File: config.mk
export PLATFORM = sky130hd
export DESIGN_NAME = sd_ram_loader
export DESIGN_NICKNAME = d
export VERILOG_FILES = /design/src/rtl/sd_ram_loader.sv
export SDC_FILE = /design/constraint.sdc
export NUM_CORES = 1
export LEC_CHECK = 0
export ABC_AREA = 1
export CELL_PAD_IN_SITES_DETAIL_PLACEMENT = 1
export CELL_PAD_IN_SITES_GLOBAL_PLACEMENT = 1
export CORE_ASPECT_RATIO = 0.9
export CORE_MARGIN = 2
export CORE_UTILIZATION = 40
export CTS_BUF_LIST = sky130_fd_sc_hd__clkbuf_4 sky130_fd_sc_hd__clkbuf_8 sky130_fd_sc_hd__clkbuf_16
export DETAILED_ROUTE_END_ITERATION = 10
export GPL_ROUTABILITY_DRIVEN = 0
export PLACE_DENSITY = 0.8
export SYNTH_ARGS = -nofsm -noshare
export SYNTH_HDL_FRONTEND = slang
export SYNTH_SLANG_ARGS = --single-unit
File: constraint.sdc
create_clock -name clk -period 4.2 [get_ports clk]
set_input_delay 0.63 -clock clk [delete_from_list [all_inputs] [get_ports clk]]
set_output_delay 0.63 -clock clk [all_outputs]
set_load 0.005 [all_outputs]
File: src/rtl/sd_ram_loader.sv
// Copies num_sectors SD sectors from a sector reader into RAM as little-endian 32-bit words.
// Define SD_LOADER_CHECKSUM_EN to keep a running sum of every word the RAM accepts.
module sd_ram_loader (
    input  logic        clk,
    input  logic        rstn,
    input  logic        start,
    input  logic [31:0] base_sector,
    input  logic [15:0] num_sectors,
    input  logic [31:0] ram_base,
    output logic        rstart,
    output logic [31:0] rsector,
    input  logic        rbusy,
    input  logic        rdone,
    input  logic        outen,
    input  logic [8:0]  outaddr,
    input  logic [7:0]  outbyte,
    output logic        mem_req,
    output logic [31:0] mem_addr,
    output logic [31:0] mem_wdata,
    input  logic        mem_ack,
    output logic        busy,
    output logic        done,
    output logic        error,
    output logic [15:0] sectors_done,
    output logic [31:0] checksum
);

    typedef enum logic [2:0] {IDLE, REQ, WAIT, FLUSH, FIN} state_t;

    state_t      state, state_nx;
    logic [31:0] base_q;
    logic [15:0] num_q;
    logic [31:0] wr_addr;
    logic [8:0]  exp_off;
    logic [23:0] pack;
    logic [31:0] fifo [4];
    logic [1:0]  rd_ptr, wr_ptr;
    logic [2:0]  count;
    logic        byte_in, push, push_ok, pop, err_set, last_sector, accept;
    logic        unused_rbusy;

    // The reader's busy flag carries nothing rdone does not already tell us.
    assign unused_rbusy = rbusy;

    assign accept      = (state == IDLE) && start;
    assign byte_in     = outen && (state == WAIT);
    assign push        = byte_in && (outaddr[1:0] == 2'd3);
    assign pop         = mem_req && mem_ack;
    assign push_ok     = push && ((count != 3'd4) || pop);
    assign err_set     = (byte_in && (outaddr != exp_off)) || (push && !push_ok);
    assign last_sector = ({1'b0, sectors_done} + 17'd1) >= {1'b0, num_q};

    // The FIFO head is the RAM write port; it only moves on an accepted write.
    assign mem_req   = (count != 3'd0);
    assign mem_addr  = mem_req ? wr_addr : 32'd0;
    assign mem_wdata = mem_req ? fifo[rd_ptr] : 32'd0;

    always_comb begin
        state_nx = state;
        busy     = 1'b1;
        done     = 1'b0;
        case (state)
            IDLE: begin
                busy = 1'b0;
                if (start) state_nx = (num_sectors == 16'd0) ? FIN : REQ;
            end
            REQ:   state_nx = WAIT;
            WAIT:  if (rdone) state_nx = (error || err_set || last_sector) ? FLUSH : REQ;
            FLUSH: if (!mem_req) state_nx = FIN;
            FIN: begin
                done     = 1'b1;
                state_nx = IDLE;
            end
            default: state_nx = IDLE;
        endcase
    end

    always_ff @(posedge clk or negedge rstn) begin
        if (!rstn) begin
            state        <= IDLE;
            rstart       <= 1'b0;
            rsector      <= 32'd0;
            error        <= 1'b0;
            sectors_done <= 16'd0;
            wr_addr      <= 32'd0;
            exp_off      <= 9'd0;
            rd_ptr       <= 2'd0;
            wr_ptr       <= 2'd0;
            count        <= 3'd0;
        end else begin
            state <= state_nx;
            if (accept) begin
                sectors_done <= 16'd0;
                error        <= 1'b0;
                wr_addr      <= ram_base;
                exp_off      <= 9'd0;
            end
            // rstart is registered so it is low during every REQ cycle between sectors.
            if (state == REQ) begin
                rstart  <= 1'b1;
                rsector <= base_q + {16'd0, sectors_done};
                exp_off <= 9'd0;
            end
            if ((state == WAIT) && rdone) begin
                rstart       <= 1'b0;
                sectors_done <= sectors_done + 16'd1;
            end
            if (byte_in) exp_off <= outaddr + 9'd1;
            if (err_set) error <= 1'b1;
            if (push_ok) wr_ptr <= wr_ptr + 2'd1;
            if (pop) begin
                rd_ptr  <= rd_ptr + 2'd1;
                wr_addr <= wr_addr + 32'd4;
            end
            case ({push_ok, pop})
                2'b10:   count <= count + 3'd1;
                2'b01:   count <= count - 3'd1;
                default: count <= count;
            endcase
        end
    end

    always_ff @(posedge clk) begin
        if (accept) begin
            base_q <= base_sector;
            num_q  <= num_sectors;
        end
        if (byte_in) begin
            case (outaddr[1:0])
                2'd0:    pack[7:0]   <= outbyte;
                2'd1:    pack[15:8]  <= outbyte;
                2'd2:    pack[23:16] <= outbyte;
                default: ;
            endcase
        end
        if (push_ok) fifo[wr_ptr] <= {outbyte, pack};
    end

`ifdef SD_LOADER_CHECKSUM_EN
    always_ff @(posedge clk or negedge rstn) begin
        if (!rstn)       checksum <= 32'd0;
        else if (accept) checksum <= 32'd0;
        else if (pop)    checksum <= checksum + mem_wdata;
    end
`else
    assign checksum = 32'd0;
`endif

endmodule
# Yosys cells after proc, flatten, opt, wreduce, memory -nomap -nowiden
# Memories as Yosys holds them, arrays and structs flattened.
# Index checks and enable logic that the tools add are counted.
dict set report totals {
  reg_bits 173
  ram_bits 128
  inputBits 104
  n_memories 1
}
# name words word_bits rd rd_ports_with_merged_regs wr line_no
set mem_list {}
lappend mem_list {fifo 4 32 1 0 1 36} ;# logic [31:0] fifo [4];
dict set report op_classes {
  n_addsub 9
  n_lt_le_gt_ge 1
  n_eq_ne 14
  muxes 24
  reduce_logical 27
}
# op n
set op_table {}
lappend op_table {{32-bit two-way mux} 4}
lappend op_table {{32-bit by 16-bit adder with 32-bit output} 1}
lappend op_table {{32-bit by 3-bit adder with 32-bit output, second input constant} 1}
lappend op_table {{16-bit two-way mux} 2}
lappend op_table {{9-bit two-way mux} 3}
lappend op_table {{16-bit by 1-bit adder with 17-bit output, second input constant} 1}
lappend op_table {{17-bit by 16-bit greater-or-equal comparator with 1-bit output} 1}
lappend op_table {{16-bit by 1-bit adder with 16-bit output, second input constant} 1}
lappend op_table {{16-bit logical NOT} 1}
lappend op_table {{3-bit two-way mux} 4}
lappend op_table {{3-bit case mux with 4 select lines} 1}
lappend op_table {{2-bit nonzero test} 5}
lappend op_table {{9-bit by 1-bit adder with 9-bit output, second input constant} 1}
lappend op_table {{9-bit inequality test} 1}
lappend op_table {{1-bit logical AND} 8}
lappend op_table {{1-bit two-way mux} 8}
lappend op_table {{2-bit equality test, second input constant} 3}
lappend op_table {{3-bit by 2-bit equality test with 1-bit output, second input constant} 2}
lappend op_table {{2-bit inequality test, second input constant} 3}
lappend op_table {{3-bit case mux with 2 select lines} 1}
lappend op_table {{2-bit AND reduction} 3}
lappend op_table {{3-bit nonzero test} 2}
lappend op_table {{2-bit by 1-bit adder with 2-bit output, second input constant} 2}
lappend op_table {{2-bit by 1-bit equality test with 1-bit output, second input constant} 2}
lappend op_table {{other kinds (11)} 14}

# Logic depth before layout (Yosys ltp)
# Gate-level depths: netlist (run 1).
dict set report logic_depth {
  depth_word 12
  mapped_depth 21
  ltp_nobuf 21
}

# Worst setup path before layout (run 1)
# No wires, ideal clock.
dict set report synth_path {
  kind {input port to flip-flop}
  from {input outen}
  to {memory fifo[0][0], enable pin}
  t_arrival_ns 2.642
  path_slack_ns 1.137
  path_stages 6
  cell_sequence {inv_1 > nor2_4 > inv_2 > nor3_2 > inv_1 > nor2_1}
}
dict set report synth_via {
  elab_chain_len 5
}
# element line_no
set synth_rtl {}
lappend synth_rtl {{start, declared} 14} ;# input logic outen,
lappend synth_rtl {{1-bit logical AND} 46} ;# assign byte_in = outen && (state == WAIT);
lappend synth_rtl {{1-bit logical AND} 47} ;# assign push = byte_in && (outaddr[1:0] == 2'd3);
lappend synth_rtl {{1-bit logical AND} 49} ;# assign push_ok = push && ((count != 3'd4) || pop);
lappend synth_rtl {{1-bit two-way mux} 136} ;# if (push_ok) fifo[wr_ptr] <= {outbyte, pack};
lappend synth_rtl {{1-bit two-way mux (not written as such)} 136}
lappend synth_rtl {{end, declared} 36}
# Every way passes these cells.

# Worst setup path after layout (run 1)
dict set report layout_path {
  from {register rd_ptr[0]}
  to {output mem_wdata[18]}
}
dict set report layout_via {
  elab_chain_len 2
}
# element line_no
set layout_rtl {}
lappend layout_rtl {{start, declared} 37} ;# logic [1:0] rd_ptr, wr_ptr;
lappend layout_rtl {{start signal, assigned} 112} ;# rd_ptr <= rd_ptr + 2'd1;
lappend layout_rtl {{memory 4 x 32 bit} -}
lappend layout_rtl {{32-bit two-way mux} 56} ;# assign mem_wdata = mem_req ? fifo[rd_ptr] : 32'd0;
lappend layout_rtl {{end, declared} 19} ;# output logic [31:0] mem_wdata,
# Every way passes these cells.

==> results of run 1 <==
[critical path, stage by stage, from the launching register on]
cell and delay (ns):
dfrtp_2 0.76, buf_4 0.51, nor2_1 0.09, nor2_1 0.13
o21ai_0 0.14, a21oi_1 0.34, clkdlybuf4s50_1 0.58
[per-layer routing]
metal  global-route usage (%)  up-vias
met5                        0        -
met4                     9.74        2
met3                     3.67      101
met2                     41.2      300
met1                     29.2     6090
li1                         -     5726
[registers in the layout, indices dropped and copies added, names as in the netlist, 3 cells and up]
name	flops
state	3
exp_off	9
count	3
pack	24
num_q	16
sectors_done	16
fifo	128
rsector	32
base_q	32
wr_addr	32
[power by group]
part           internal, mW  switching [mW]  leakage [nW]
sequential             3.75           0.504          3.07
combinational          2.03            2.63          4.07
clock                  1.95            1.26         0.610
total                  7.72            4.40          7.75
[path summary, 6_finish.rpt]
kind,start,endpoint,slack [ns]
max,rd_ptr[0],mem_wdata[18],0.46
min,rstn,rsector[7],0.21
max reg2reg,sectors_done[0],state[1],1.16
min reg2reg,rsector[0],rsector[0],0.47
max in group asynchronous,rstn,exp_off[7],3.10
min in group clk,rsector[0],rsector[0],0.47
[through the flow]
stage          setup WS [ns]  hold slack (ns)  power, mW  area (sq um)
4_1_cts                0.387            0.231       12.2         18900
3_5_place_dp            1.03            0.462       8.95         17700
3_3_place_gp            1.10            0.457       8.71         17700
6_report               0.464            0.214       12.1         18900
5_1_grt                0.247            0.279       12.8         18900
2_1_floorplan           1.14            0.334       6.54         15200
[cell usage in the layout, fill, tap and decap left out, drive strengths merged, types with 3 or more instances in the layout]
cell type        n
inv            194
conb            32
a31oi            6
clkinv           8
clkdlybuf4s50  218
a21oi           64
bufinv           4
ha              43
xor2            32
edfxtp         200
o21ai          125
o21bai           4
dfrtp          101
nand3           72
nand2          292
nand4           18
o22ai           18
nor2           264
nor4             7
nor3            32
a22oi            4
clkbuf          48
o311ai           3
o32ai            3
or2              8
buf             19
o221ai           4
xnor2           12
o211ai          11
[area by class of cell]
type	count	area, sq um
fill	4213	18200
inverter	192	721
timing repair buffer	237	2320
multi-input combinational	1064	5520
antenna	1	2.50
sequential	301	8530
clock buffer	48	1000
tap	483	604
clock inverter	14	213
[logic make-up after synthesis]
logic type                 count (synthesis)
other                                      1
buffers and inverters                    267
adders and majority gates                 45
AOI/OAI and AO/OA                        249
DFF                                      301
xor gates and xnor gates                  44
and+or+nand+nor                          694
==> results.py, run 1 <==
metrics = {
    "die": {
        "ios": 253,
        "rows": 67,
        "die-area_sq_um": 39200,
        "core-area_sq_um": 37100,
        "dieWidth_um": 209,
        "die_y_um": 188,
        "start_util_pct": 40.5,
    },
    "final_layout": {
        "drive_above_1_share_pct": 7.49,
        "stdcell_count": 2340,
        "syn2layout_area_growth_pct": 25.7,
        "nets": 1979,
        "fin_util_pct": 51.0,
    },
    "sta": {
        "slew-limit-headroom_pct": 26.5,
        "setup_viol": 0,
        "skew_ns": 0.0174,
        "finalCritPeriodShare_pct": 88.9,
        "fin_tns_setup_ns": 0,
        "finalHoldViolCount": 0,
        "fmax_ghz": 0.268,
        "rsz0062_at_grt": "false",
        "report.final.slew_viol_count": 0,
        "fin_crit_ns": 3.74,
        "worstMarginPinSlew_ns": 1.10,
    },
    "logic_synthesis": {
        "synth_area_sq_um": 15100,
        "ys_seq_elements": 301,
        "netlist_top_cells_count": "284 x nand2_1, 248 x nor2_1, 200 x edfxtp_1, 183 x inv_1, 117 x o21ai_0",
        "async_reset_ff_share_pct": 33.6,
        "muxShareOfSynthArea_pct": 0,
        "synth_edf_count": 200,
        "yosysWarnings": 0,
        "post-synth-top-area-cell": "edfxtp_1",
        "synth_top_area_share_pct": 39.9,
        "synth_cell_types": 52,
        "synth_top_family_by_area": "simple AND/OR/NAND/NOR gates",
        "synth_compound_area_share_pct": 9.35,
        "yosysSeqAreaShare_pct": 56.7,
        "yosysMostFrequentCell": "nand2_1",
        "synthSimpleGateAreaFrac_pct": 20.0,
        "synth_top_flop_cell": "edfxtp_1",
        "synth_xor_xnor_area_share_pct": 2.56,
        "synth_area_leaders": "edfxtp_1 40%, dfrtp_1 17%, nand2_1 7.1%",
        "syn-mean-instance-area_sq_um": 9.40,
        "postSynthCellCount": 1601,
        "synth_adder_area_share_pct": 3.84,
    },
    "placed_design": {
        "hpwl_mm": 32.7,
        "placedCellCount": 2277,
        "numPortBuffers": 219,
    },
    "clock_tree": {
        "clockBufferDepth": 3,
        "cts_tree": "built",
        "numCtsBuffers": 34,
        "holdBufCountCts": 0,
        "cts_resized": 0,
        "clockRootBuffer": "clkbuf_16",
        "clock_sinks": 301,
        "cts-htree-levels": 2,
        "cts_setup_buffers": 0,
        "cts.clk_slew.worst_paths_ns": 0.06,
        "clk_latency_ns": 0.55,
    },
    "setup_path": {
        "arrival_ns": 3.11,
        "r2r_cells": 21,
        "critPathMaxFanout": 38,
        "worstSetupPathType": "flop to output pin",
        "worst_setup_path_start_kind": "flop",
        "cp.required_ns": 3.57,
        "critPathCaptureType": "output pin",
    },
    "power": {
        "cellLeakagePower_nw": 7.75,
        "p_per_area_nw_per_um2": 640,
        "peakVddDrop_v": 0.000325,
    },
    "routing": {
        "top_layer_used": "met5",
        "drt_iter0_drc": 668,
        "ant_nets": 0,
        "vias": 12200,
        "firstDrtPassIters": 4,
        "routed_wl_mm": 46.0,
        "dr_wl_met2_mm": 23.1,
        "wl_met1_mm": 19.3,
        "wl_per_cell_um": 19.7,
        "drc": 0,
        "wl_met3_mm": 1.88,
        "avgViaCountPerCell": 5.22,
    },
    "global_routing": {
        "grt_max_degree": 63,
        "grtUsageTotal_pct": 23.6,
        "grt_overflow": 0,
        "grt_pass1_vias": 13400,
        "grt_pass1_wl_mm": 72.3,
        "antenna_found_initial": 2,
    },
    "run_status": {
        "status": "finished clean",
    },
    "flow_run": {
        "max-cap-violations": 0,
    },
    "worst_hold_path": {
        "hold_path_class": "primary input to asynchronous set/reset pin",
    },
}
(Power assumes the default switching activity.)
==> inputs of run 2 (changes only) <==
Settings changed: CORE_ASPECT_RATIO 0.9 to not set.
==> run 2 against run 1 <==
Die area about the same. Fmax up 10%. First-iteration DRC count up 5.4%. Flip-flop and latch count unchanged. Final cell count up 1.1%. Global-route usage down 0.45 points. Power down 1.7%. Via count down 1.1%. Critical path type unchanged. Largest cell class unchanged. Highest routed layer is now met4.
==> results.py, run 2 (synthesis gave the netlist of run 1 again) <==
metrics = {
    "power": {
        "p_comb_share_pct": 39.5,
        "seqPwrFrac_pct": 34.9,
        "cellLeakagePower_nw": 7.70,
        "peakVddDrop_v": 0.000418,
        "clockPowerShare_pct": 25.6,
        "p_int_mw": 7.58,
        "p_per_area_nw_per_um2": 631,
        "p_sw_share_pct": 36.4,
        "p_switching_mw": 4.33,
    },
    "die": {
        "dieWidth_um": 198,
        "die-area_sq_um": 39200,
        "ios": 253,
        "rows": 71,
        "die_y_um": 198,
        "core-area_sq_um": 37400,
        "start_util_pct": 40.3,
    },
    "final_layout": {
        "layout_commonest_cell": "nand2_1",
        "area.sequential_sq_um": 8530,
        "drive_above_1_share_pct": 7.18,
        "top_register": "fifo",
        "nets": 1977,
        "multi_input_area_sq_um": 5520,
        "stdcell_count": 2365,
        "design_area_sq_um": 18900,
        "nFillCells": 4241,
        "largest_reg_flops": 128,
        "syn2layout_area_growth_pct": 25.3,
        "final_cell_mix": "284 x nand2_1, 244 x nor2_1, 218 x clkdlybuf4s50_1, 200 x edfxtp_1, 182 x inv_1",
    },
    "sta": {
        "finalHoldViolCount": 0,
        "fin_tns_setup_ns": 0,
        "rsz0062_at_grt": "false",
        "finalCritPeriodShare_pct": 80.6,
        "slew-limit-headroom_pct": 27.8,
        "setup_viol": 0,
        "fmax_ghz": 0.295,
        "report.final.slew_viol_count": 0,
        "skew_ns": 0.0194,
        "worstMarginPinSlew_ns": 1.08,
        "hold_slack_ns": 0.161,
        "fin_crit_ns": 3.39,
    },
    "clock_tree": {
        "cts_tree": "built",
        "cts_setup_buffers": 0,
        "numCtsBuffers": 34,
        "holdBufCountCts": 0,
        "cts_resized": 0,
        "clockRootBuffer": "clkbuf_16",
        "clockBufferDepth": 3,
        "clock_sinks": 301,
        "cts-htree-levels": 2,
        "cts.clk_slew.worst_paths_ns": 0.06,
        "clk_latency_ns": 0.55,
    },
    "routing": {
        "drt_iter0_drc": 704,
        "drc": 0,
        "wl_per_cell_um": 19.1,
        "ant_nets": 0,
        "routed_wl_mm": 45.1,
        "vias": 12100,
        "avgViaCountPerCell": 5.11,
        "firstDrtPassIters": 5,
    },
    "setup_path": {
        "critPathCaptureType": "output pin",
        "arrival_ns": 2.76,
        "critPathMaxFanout": 65,
        "worstSetupPathType": "flop to output pin",
        "cp.required_ns": 3.57,
        "worst_setup_path_start_kind": "flop",
    },
    "global_routing": {
        "grt_max_degree": 66,
        "grt_overflow": 0,
        "grt_pass1_vias": 13000,
        "antenna_found_initial": 1,
        "grt_pass1_wl_mm": 70.2,
        "grtUsageTotal_pct": 23.1,
    },
    "worst_hold_path": {
        "hold_path_class": "primary input to asynchronous set/reset pin",
    },
    "placed_design": {
        "placedCellCount": 2303,
        "hpwl_mm": 32.1,
        "numPortBuffers": 219,
        "post_dp_cell_area_sq_um": 17700,
    },
    "run_status": {
        "status": "finished clean",
    },
    "flow_run": {
        "max-cap-violations": 0,
    },
}
run 2: cell types whose count changed in the layout (fill, tap and decap cells not counted), sizes merged:
| cell | before | now |
|---|---|---|
| clkbuf | 48 | 47 |
| bufinv | 4 | 3 |
| buf | 19 | 17 |
| clkinv | 8 | 9 |
run 2: critical path, cell delays in order, from the launching register on:
cell	delay, ns
dfrtp_2	0.36
buf_4	0.58
nor2_1	0.17
nor2_1	0.16
o21ai_0	0.14
a21oi_1	0.22
clkdlybuf4s50_1	0.54
run 2: layer usage:
metal	GRT usage [%]	vias to the layer above	share of wire [%]
met5	0	-	0
li1	-	5727	-
met2	41.5	255	51
met4	6.93	0	2.5
met3	3.56	72	3.9
met1	28.7	6036	42
run 2: path summary, 6_finish.rpt:
path	from	end	slack [ns]	depth (start not counted)
min in group clk	rsector[25]	rsector[25]	0.48	2
min reg2reg	rsector[25]	rsector[25]	0.48	2
max in group asynchronous	rstn	rd_ptr[0]	3.14	2
min	rstn	rsector[28]	0.16	1
max	rd_ptr[0]	mem_wdata[18]	0.81	6
max reg2reg	sectors_done[0]	state[1]	1.11	21
run 2: power by group through the flow:
stage	combinational [mW]	sequential [mW]	clock, mW
after floorplan	2.44	4.10	0
after global placement	4.54	4.17	0
after detailed placement	4.72	4.20	0
after CTS	4.76	4.16	3.11
after global routing	5.23	4.22	3.22
final	4.70	4.16	3.05
run 2: final cells by class:
| cell class | count | area share (%) |
|---|---|---|
| sequential | 301 | 45.2 |
| multi-input combinational | 1064 | 29.2 |
| timing repair buffer | 235 | 12.3 |
| clock buffer | 47 | 5.03 |
| inverter | 192 | 3.82 |
| tap | 511 | 3.39 |
| clock inverter | 14 | 0.988 |
| antenna | 1 | 0.0133 |
run 2: per-stage QoR:
step                util (%)  worst slack [ns]  power [mW]
floorplan                  -              1.14        6.54
global placement        47.4              1.16        8.70
detailed placement      47.4              1.04        8.92
CTS                     50.5             0.787        12.0
global route            50.5             0.637        12.7
finish                  50.5             0.815        11.9
